<file path="config.mk">
export PLATFORM = sky130hd
export DESIGN_NAME = uncache_write_handler
export DESIGN_NICKNAME = d
export VERILOG_FILES = /design/src/rtl/uncache_write_handler.sv
export SDC_FILE = /design/constraint.sdc
export NUM_CORES = 1
export LEC_CHECK = 0
export CORE_ASPECT_RATIO = 1.4
export CORE_UTILIZATION = 37
export DETAILED_ROUTE_END_ITERATION = 10
export HOLD_SLACK_MARGIN = 0.02
export PLACE_DENSITY = 0.89
export SLEW_MARGIN = 25
export SYNTH_ARGS = -nofsm -noshare
export SYNTH_HDL_FRONTEND = slang
export SYNTH_SLANG_ARGS = --single-unit
</file>
<file path="constraint.sdc">
create_clock -name clk -period 2.1 [get_ports clk]
set_input_delay 0.21 -clock clk [delete_from_list [all_inputs] [get_ports clk]]
set_output_delay 0.21 -clock clk [all_outputs]
set_load 0.01 [all_outputs]
</file>
<file path="src/rtl/uncache_write_handler.sv">
// uncache_write_handler: issues one uncached store at a time as a single-beat AXI write
module uncache_write_handler #(
    parameter int ID_W = 4,
    parameter logic [ID_W-1:0] WRITE_ID = ID_W'(1)
) (
    input  logic            clk,
    input  logic            rst,
    input  logic            w,
    input  logic [31:0]     waddr,
    input  logic [31:0]     data,
    input  logic [1:0]      size,
    output logic            ready,
    output logic            bus_err,
    output logic            busy,
    output logic [ID_W-1:0] awid,
    output logic [31:0]     awaddr,
    output logic [7:0]      awlen,
    output logic [2:0]      awsize,
    output logic [1:0]      awburst,
    output logic            awvalid,
    input  logic            awready,
    output logic [31:0]     wdata,
    output logic [3:0]      wstrb,
    output logic            wlast,
    output logic            wvalid,
    input  logic            wready,
    input  logic [ID_W-1:0] bid,
    input  logic [1:0]      bresp,
    input  logic            bvalid,
    output logic            bready
);
    typedef enum logic [1:0] {IDLE, SEND, RESP} state_t;
    state_t state, state_n;
    logic aw_done, w_done, aw_hs, w_hs;
    logic [31:0] addr_q, data_q;
    logic [1:0] size_q;
    logic unused_bid;
    assign unused_bid = ^bid;
    assign aw_hs = awvalid & awready;
    assign w_hs  = wvalid & wready;
    always_ff @(posedge clk or posedge rst) begin
        if (rst) state <= IDLE;
        else     state <= state_n;
    end
    always_comb begin
        state_n = state;
        case (state)
            IDLE:    state_n = w ? SEND : IDLE;
            SEND:    state_n = ((aw_done | aw_hs) & (w_done | w_hs)) ? RESP : SEND;
            RESP:    state_n = bvalid ? IDLE : RESP;
            default: state_n = IDLE;
        endcase
    end
    // size 2'b11 is normalised to word at latch time so awsize stays legal
    always_ff @(posedge clk or posedge rst) begin
        if (rst) begin
            addr_q  <= '0;
            data_q  <= '0;
            size_q  <= '0;
            aw_done <= 1'b0;
            w_done  <= 1'b0;
        end else if (state == IDLE && w) begin
            addr_q  <= waddr;
            data_q  <= data;
            size_q  <= (size == 2'b11) ? 2'b10 : size;
            aw_done <= 1'b0;
            w_done  <= 1'b0;
        end else begin
            if (aw_hs) aw_done <= 1'b1;
            if (w_hs)  w_done  <= 1'b1;
        end
    end
    assign awvalid = (state == SEND) & ~aw_done;
    assign wvalid  = (state == SEND) & ~w_done;
    assign bready  = (state == RESP);
    assign ready   = bready & bvalid;
    assign bus_err = ready & (|bresp);
    assign busy    = (state != IDLE);
    assign awid    = WRITE_ID;
    assign awaddr  = addr_q;
    assign awlen   = 8'd0;
    assign awsize  = {1'b0, size_q};
    assign awburst = 2'b01;
    assign wlast   = 1'b1;
    assign wdata   = (size_q == 2'b00) ? {4{data_q[7:0]}} :
                     (size_q == 2'b01) ? {2{data_q[15:0]}} : data_q;
    assign wstrb   = (size_q == 2'b00) ? 4'b0001 << addr_q[1:0] :
                     (size_q == 2'b01) ? 4'b0011 << {addr_q[1], 1'b0} : 4'b1111;
endmodule

</file>
* Word level (Yosys, flattened, before mapping)
Cells that the tools add are included.
** Storage, ports and cells
- Flip-flop bits (word level) :: 70
- Output and inout port bits :: 92
- Word-level logic and storage cells :: 43
** Operators by class
- Equality and inequality tests :: 4
- Shift operators :: 2
- Muxes and demuxes :: 13
- Bitwise operators :: 11
- Reductions and logical operators :: 7
** Operators with widths (number)
- 32-bit 2-to-1 mux :: 2
- 4-bit 2-to-1 mux :: 2
- 1-bit bitwise AND :: 7
- 2-bit 2-to-1 mux :: 3
- 2-bit one-hot mux with 3 select lines :: 1
- 2-bit nonzero test :: 3
- 1-bit 2-to-1 mux :: 5
- 2-bit by 1-bit == test with 1-bit output (second input constant) :: 2
- 2-bit == test (second input constant) :: 2
- 2-bit logical NOT :: 2
- 1-bit by 2-bit left shift with 4-bit output (first input constant) :: 1
- 2-bit by 2-bit left shift with 4-bit output (first input constant) :: 1
- 1-bit NOT :: 2
- 1-bit OR :: 2
- 2-bit OR reduction :: 1
- 1-bit logical AND :: 1

* Longest topological paths before layout
- Depth in word-level cells :: 7
- Gate-level depth with buffers :: 5
- Depth with buffers taken out :: 3

* Least setup slack after synthesis
No wires, ideal clock.
- Path type :: register to register
- Start :: reg state[1]
- End :: reg addr_q[0], in the netlist awaddr[0]
- Arrival time :: 1.235 ns
- Required time :: 1.975 ns
- Slack :: 0.740 ns
- Cell stages (with the launch flop) :: 6
- Buffers on the path :: 2
- Path through :: dfrtp_1 -> nand2b_4 -> nor2_4 -> buf_12 -> buf_12 -> mux2_4
** Between the ends
- Longest elaborated chain between the ends :: 2
** Ends and longest elaborated chain
- from (decl) :: line 33 : state_t state, state_n;
- from (signal assigned) :: line 43 : else state <= state_n;
- 2-bit logical NOT :: line 62 : end else if (state == IDLE && w) begin
- 1-bit logical AND :: line 62
- to (signal assigned) :: line 63 : addr_q <= waddr;
- to (decl) :: line 35 : logic [31:0] addr_q, data_q;
Every way passes these cells.
A chain may end at the register's enable or synchronous reset.

* Worst setup path in the final report
- Start :: reg size_q[1]
- End :: out wdata[13]
** Between the ends
- Longest elaborated chain between the ends :: 2
** Ends and longest elaborated chain
- from (decl) :: line 36 : logic [1:0] size_q;
- from (signal assigned) :: line 65 : size_q <= (size == 2'b11) ? 2'b10 : size;
- 2-bit logical NOT :: line 85 : assign wdata = (size_q == 2'b00) ? {4{data_q[7:0]}} :
- 32-bit 2-to-1 mux :: line 85
- to (decl) :: line 22 : output logic [31:0] wdata,
Every way passes these cells.

==> impl_metrics.env <==
export IMPL_final_period_utilization_pct=95.7
export IMPL_grt_ovfl_total=0
export IMPL_fp_dieH_um=117
export IMPL_grt_antenna_before_repair=0
export IMPL_status="finished, violations left"
export IMPL_violations="DRC"
export IMPL_drc=20
export IMPL_synthFlopType="dfrtp_1"
export IMPL_required_ns=1.89
export IMPL_synth_area_leader_cell="dfrtp_1"
export IMPL_cp_start_kind="flip-flop"
export IMPL_core_sq_um=9080
export IMPL_final_nets=470
export IMPL_h_tree_depth=3
export IMPL_cts_buffers=9
export IMPL_setup_violations_final=0
export IMPL_dp_hpwl_um=6010
export IMPL_synth_area_top_cells="dfrtp_1, mux2_4, mux2_2"
export IMPL_yosysTopAreaCellShare_pct=50.2
export IMPL_powerDensity_nw_per_um2=1630
export IMPL_ff2ff_setup_slack_ns=0.59
export IMPL_drt_initial_drc_count=86
export IMPL_cts_sinks=70
export IMPL_area_growth_syn_to_layout_pct=49.7
export IMPL_cts_tree="done"
export IMPL_cp_slowest_stage_delay_ns=0.47
export IMPL_timing_fmax_mhz=498
export IMPL_cp_slowest_cell="clkdlybuf4s50_1"
export IMPL_dp_slack_ns=0.320
export IMPL_grt_use_total_pct=17.2
export IMPL_ys_seq_area_share_pct=50.2
export IMPL_routed_wl_um=8110
export IMPL_crit_path_end_kind="output port"
export IMPL_leakage_nw=2.30
export IMPL_ys_ff_latch=70
export IMPL_post_drt_wl_per_cell_um=16.1
export IMPL_syn_inst=245
export IMPL_synth_cell_types=27
export IMPL_grt_max_degree=71
export IMPL_tns_ns=0
export IMPL_row_count=41
export IMPL_first_pass_iters=7
export IMPL_io_buffers=149
export IMPL_fp_dieW_um=84.1
export IMPL_cts_hold_buf=0
export IMPL_final_hold_violation_count=0
export IMPL_dieArea_sq_um=9830
export IMPL_criticalPathCategory="flip-flop to output port"
export IMPL_grt_pass1_vias=2542
export IMPL_syn_area_per_cell_sq_um=14.2
export IMPL_path_max_fanout=3
export IMPL_viasPerCell=4.73
export IMPL_synth_edf_count=0
export IMPL_peakVddDrop_mv=0.780
export IMPL_yosys_warnings=0
export IMPL_ant_nets=0
export IMPL_layout_setup_ws_ns=0.0904
export IMPL_finalCriticalPeriod_ns=2.01
export IMPL_slew_viol_final=0
export IMPL_cp_arrival_ns=1.80
export IMPL_start_util_pct=38.4
export IMPL_hp_class="primary input to asynchronous set/reset pin"
export IMPL_maxCapViolCount=0
export IMPL_grt_setup_unrepaired="no"
export IMPL_path_cells="nor2_2 > buf_4 > mux2_2 > clkdlybuf4s50_1"
export IMPL_clock_path_buffers=2
export IMPL_synthArstFlopShare_pct=100
export IMPL_clkLatencyLatePin_ns=0.32
export IMPL_routabilityCongestion=0.717
export IMPL_clock_root_buffer="clkbuf_16"
export IMPL_io_pins=170
export IMPL_cts_setup_buffers=0
export IMPL_grt_pass1_wl_um=13000
export IMPL_syn_area_sq_um=3490
export IMPL_layout_drive_gt1_share_pct=27.8
export IMPL_antenna_cells=0
export IMPL_fin_worst_skew_ns=0.00302
export IMPL_path_clk_slew_ns=0.05
export IMPL_vias=2372
-- critical path: cells and delay by family, from the launching register on --
kind	cells	cell delay [ns]
AND/OR/NAND/NOR	1	0.14
multiplexers	1	0.33
flip-flops	1	0.40
buffers and inverters	2	0.61
-- where the power goes --
group	internal [mW]	switching (mW)	leakage, nW	total, mW
combinational	2.94	1.67	1.35	4.61
clock	0.814	0.514	0.128	1.33
sequential	2.05	0.525	0.824	2.57
total	5.80	2.71	2.30	8.51
-- cell usage in the layout (no fill, tap or decap) --
cell type        synthesis  routed
a21o_1                   2       2
a21oi_1                  4       4
and2_1                   1       1
buf_12                   5       3
buf_4                   27       6
clkbuf_1                 2       2
clkbuf_16                0       9
clkbuf_8                 0       1
clkdlybuf4s50_1          0     141
clkinv_2                 0       2
conb_1                   2      16
dfrtp_1                 70      69
dfrtp_2                  0       1
dlygate4sd2_1            0       2
dlymetal6s2s_1           0       6
inv_1                    3       2
inv_2                    0       1
mux2_2                  42      42
mux2_4                  40      40
mux2i_1                  8       8
nand2_1                 10      10
nand2b_1                 1       1
nand2b_4                 1       1
nor2_1                   6       6
nor2_2                   1       1
nor2_4                   1       1
nor2b_1                  2       2
nor3_1                   1       1
o21a_1                   1       1
o21ai_0                  8       8
o21bai_1                 2       2
o221a_2                  1       1
o31ai_1                  1       1
or2_2                    1       1
-- final timing paths --
path                       startpoint         end  cells after the start
min                               rst  data_q[16]                      3
max reg2reg                  state[1]  awaddr[10]                      4
min reg2reg                awaddr[15]  awaddr[15]                      1
max                         size_q[1]   wdata[13]                      4
max in group asynchronous         rst    state[0]                      3
min in group clk               bvalid    state[1]                      2
-- synthesized netlist by cell type, drive strengths merged, types with 2 or more instances --
master	instances
a21oi	4
o21bai	2
o21ai	8
nand2b	2
clkbuf	2
dfrtp	70
a21o	2
mux2i	8
nand2	10
inv	3
buf	34
conb	2
nor2b	2
nor2	8
mux2	82
-- state kept, by name, summed over array words and instances (netlist names) --
signal / cells
size_q: 2
w_done: 1
data_q: 32
aw_done: 1
state: 2
awaddr: 32
-- metal layers --
metal	GRT usage, %	vias to the layer above	part of all wire, %
met1	19.8	1166	39
met3	5.19	13	6.7
met4	7.24	0	1.4
li1	-	1096	-
met2	30.1	97	53
met5	0	-	0
-- cell families (layout without fill, tap and decap cells) --
kind of cell / count (synthesis) / after routing / synth area share, %
AOI/OAI and AO/OA: 19 / 19 / 3.34
buffers and inverters: 39 / 175 / 9.51
DFF: 70 / 70 / 50.2
muxes: 90 / 90 / 33.1
other: 2 / 16 / 0.215
and+or+nand+nor: 25 / 25 / 3.66
-- through the flow --
stage               utilization [%]  total power [mW]  instances  cell area [sq um]  hold slack, ns
CTS                            57.3              8.65        502               5200           0.306
finish                         57.5              8.51        502               5220           0.303
global route                   57.5              9.01        502               5220           0.334
global placement               54.5              7.11        488               4950           0.485
floorplan                         -              5.12        259               3540           0.296
detailed placement             54.5              7.28        488               4950           0.490
-- cell type report --
type                       instances  area, sq um
tap                              107          134
fill                             752         3860
clock buffer                      12          246
inverter                           3         11.3
multi-input combinational        150         1460
sequential                        70         1750
timing repair buffer             158         1610
clock inverter                     2         10.0
-- what timing repair did --
item | 4_1_cts | 5_1_grt
gates cloned | 0 | 0
pin swaps | 0 | 1
gates resized for setup | 2 | 7
setup endpoints to repair | 2 | 8
Note: power is estimated with default switching activity, not from simulation.
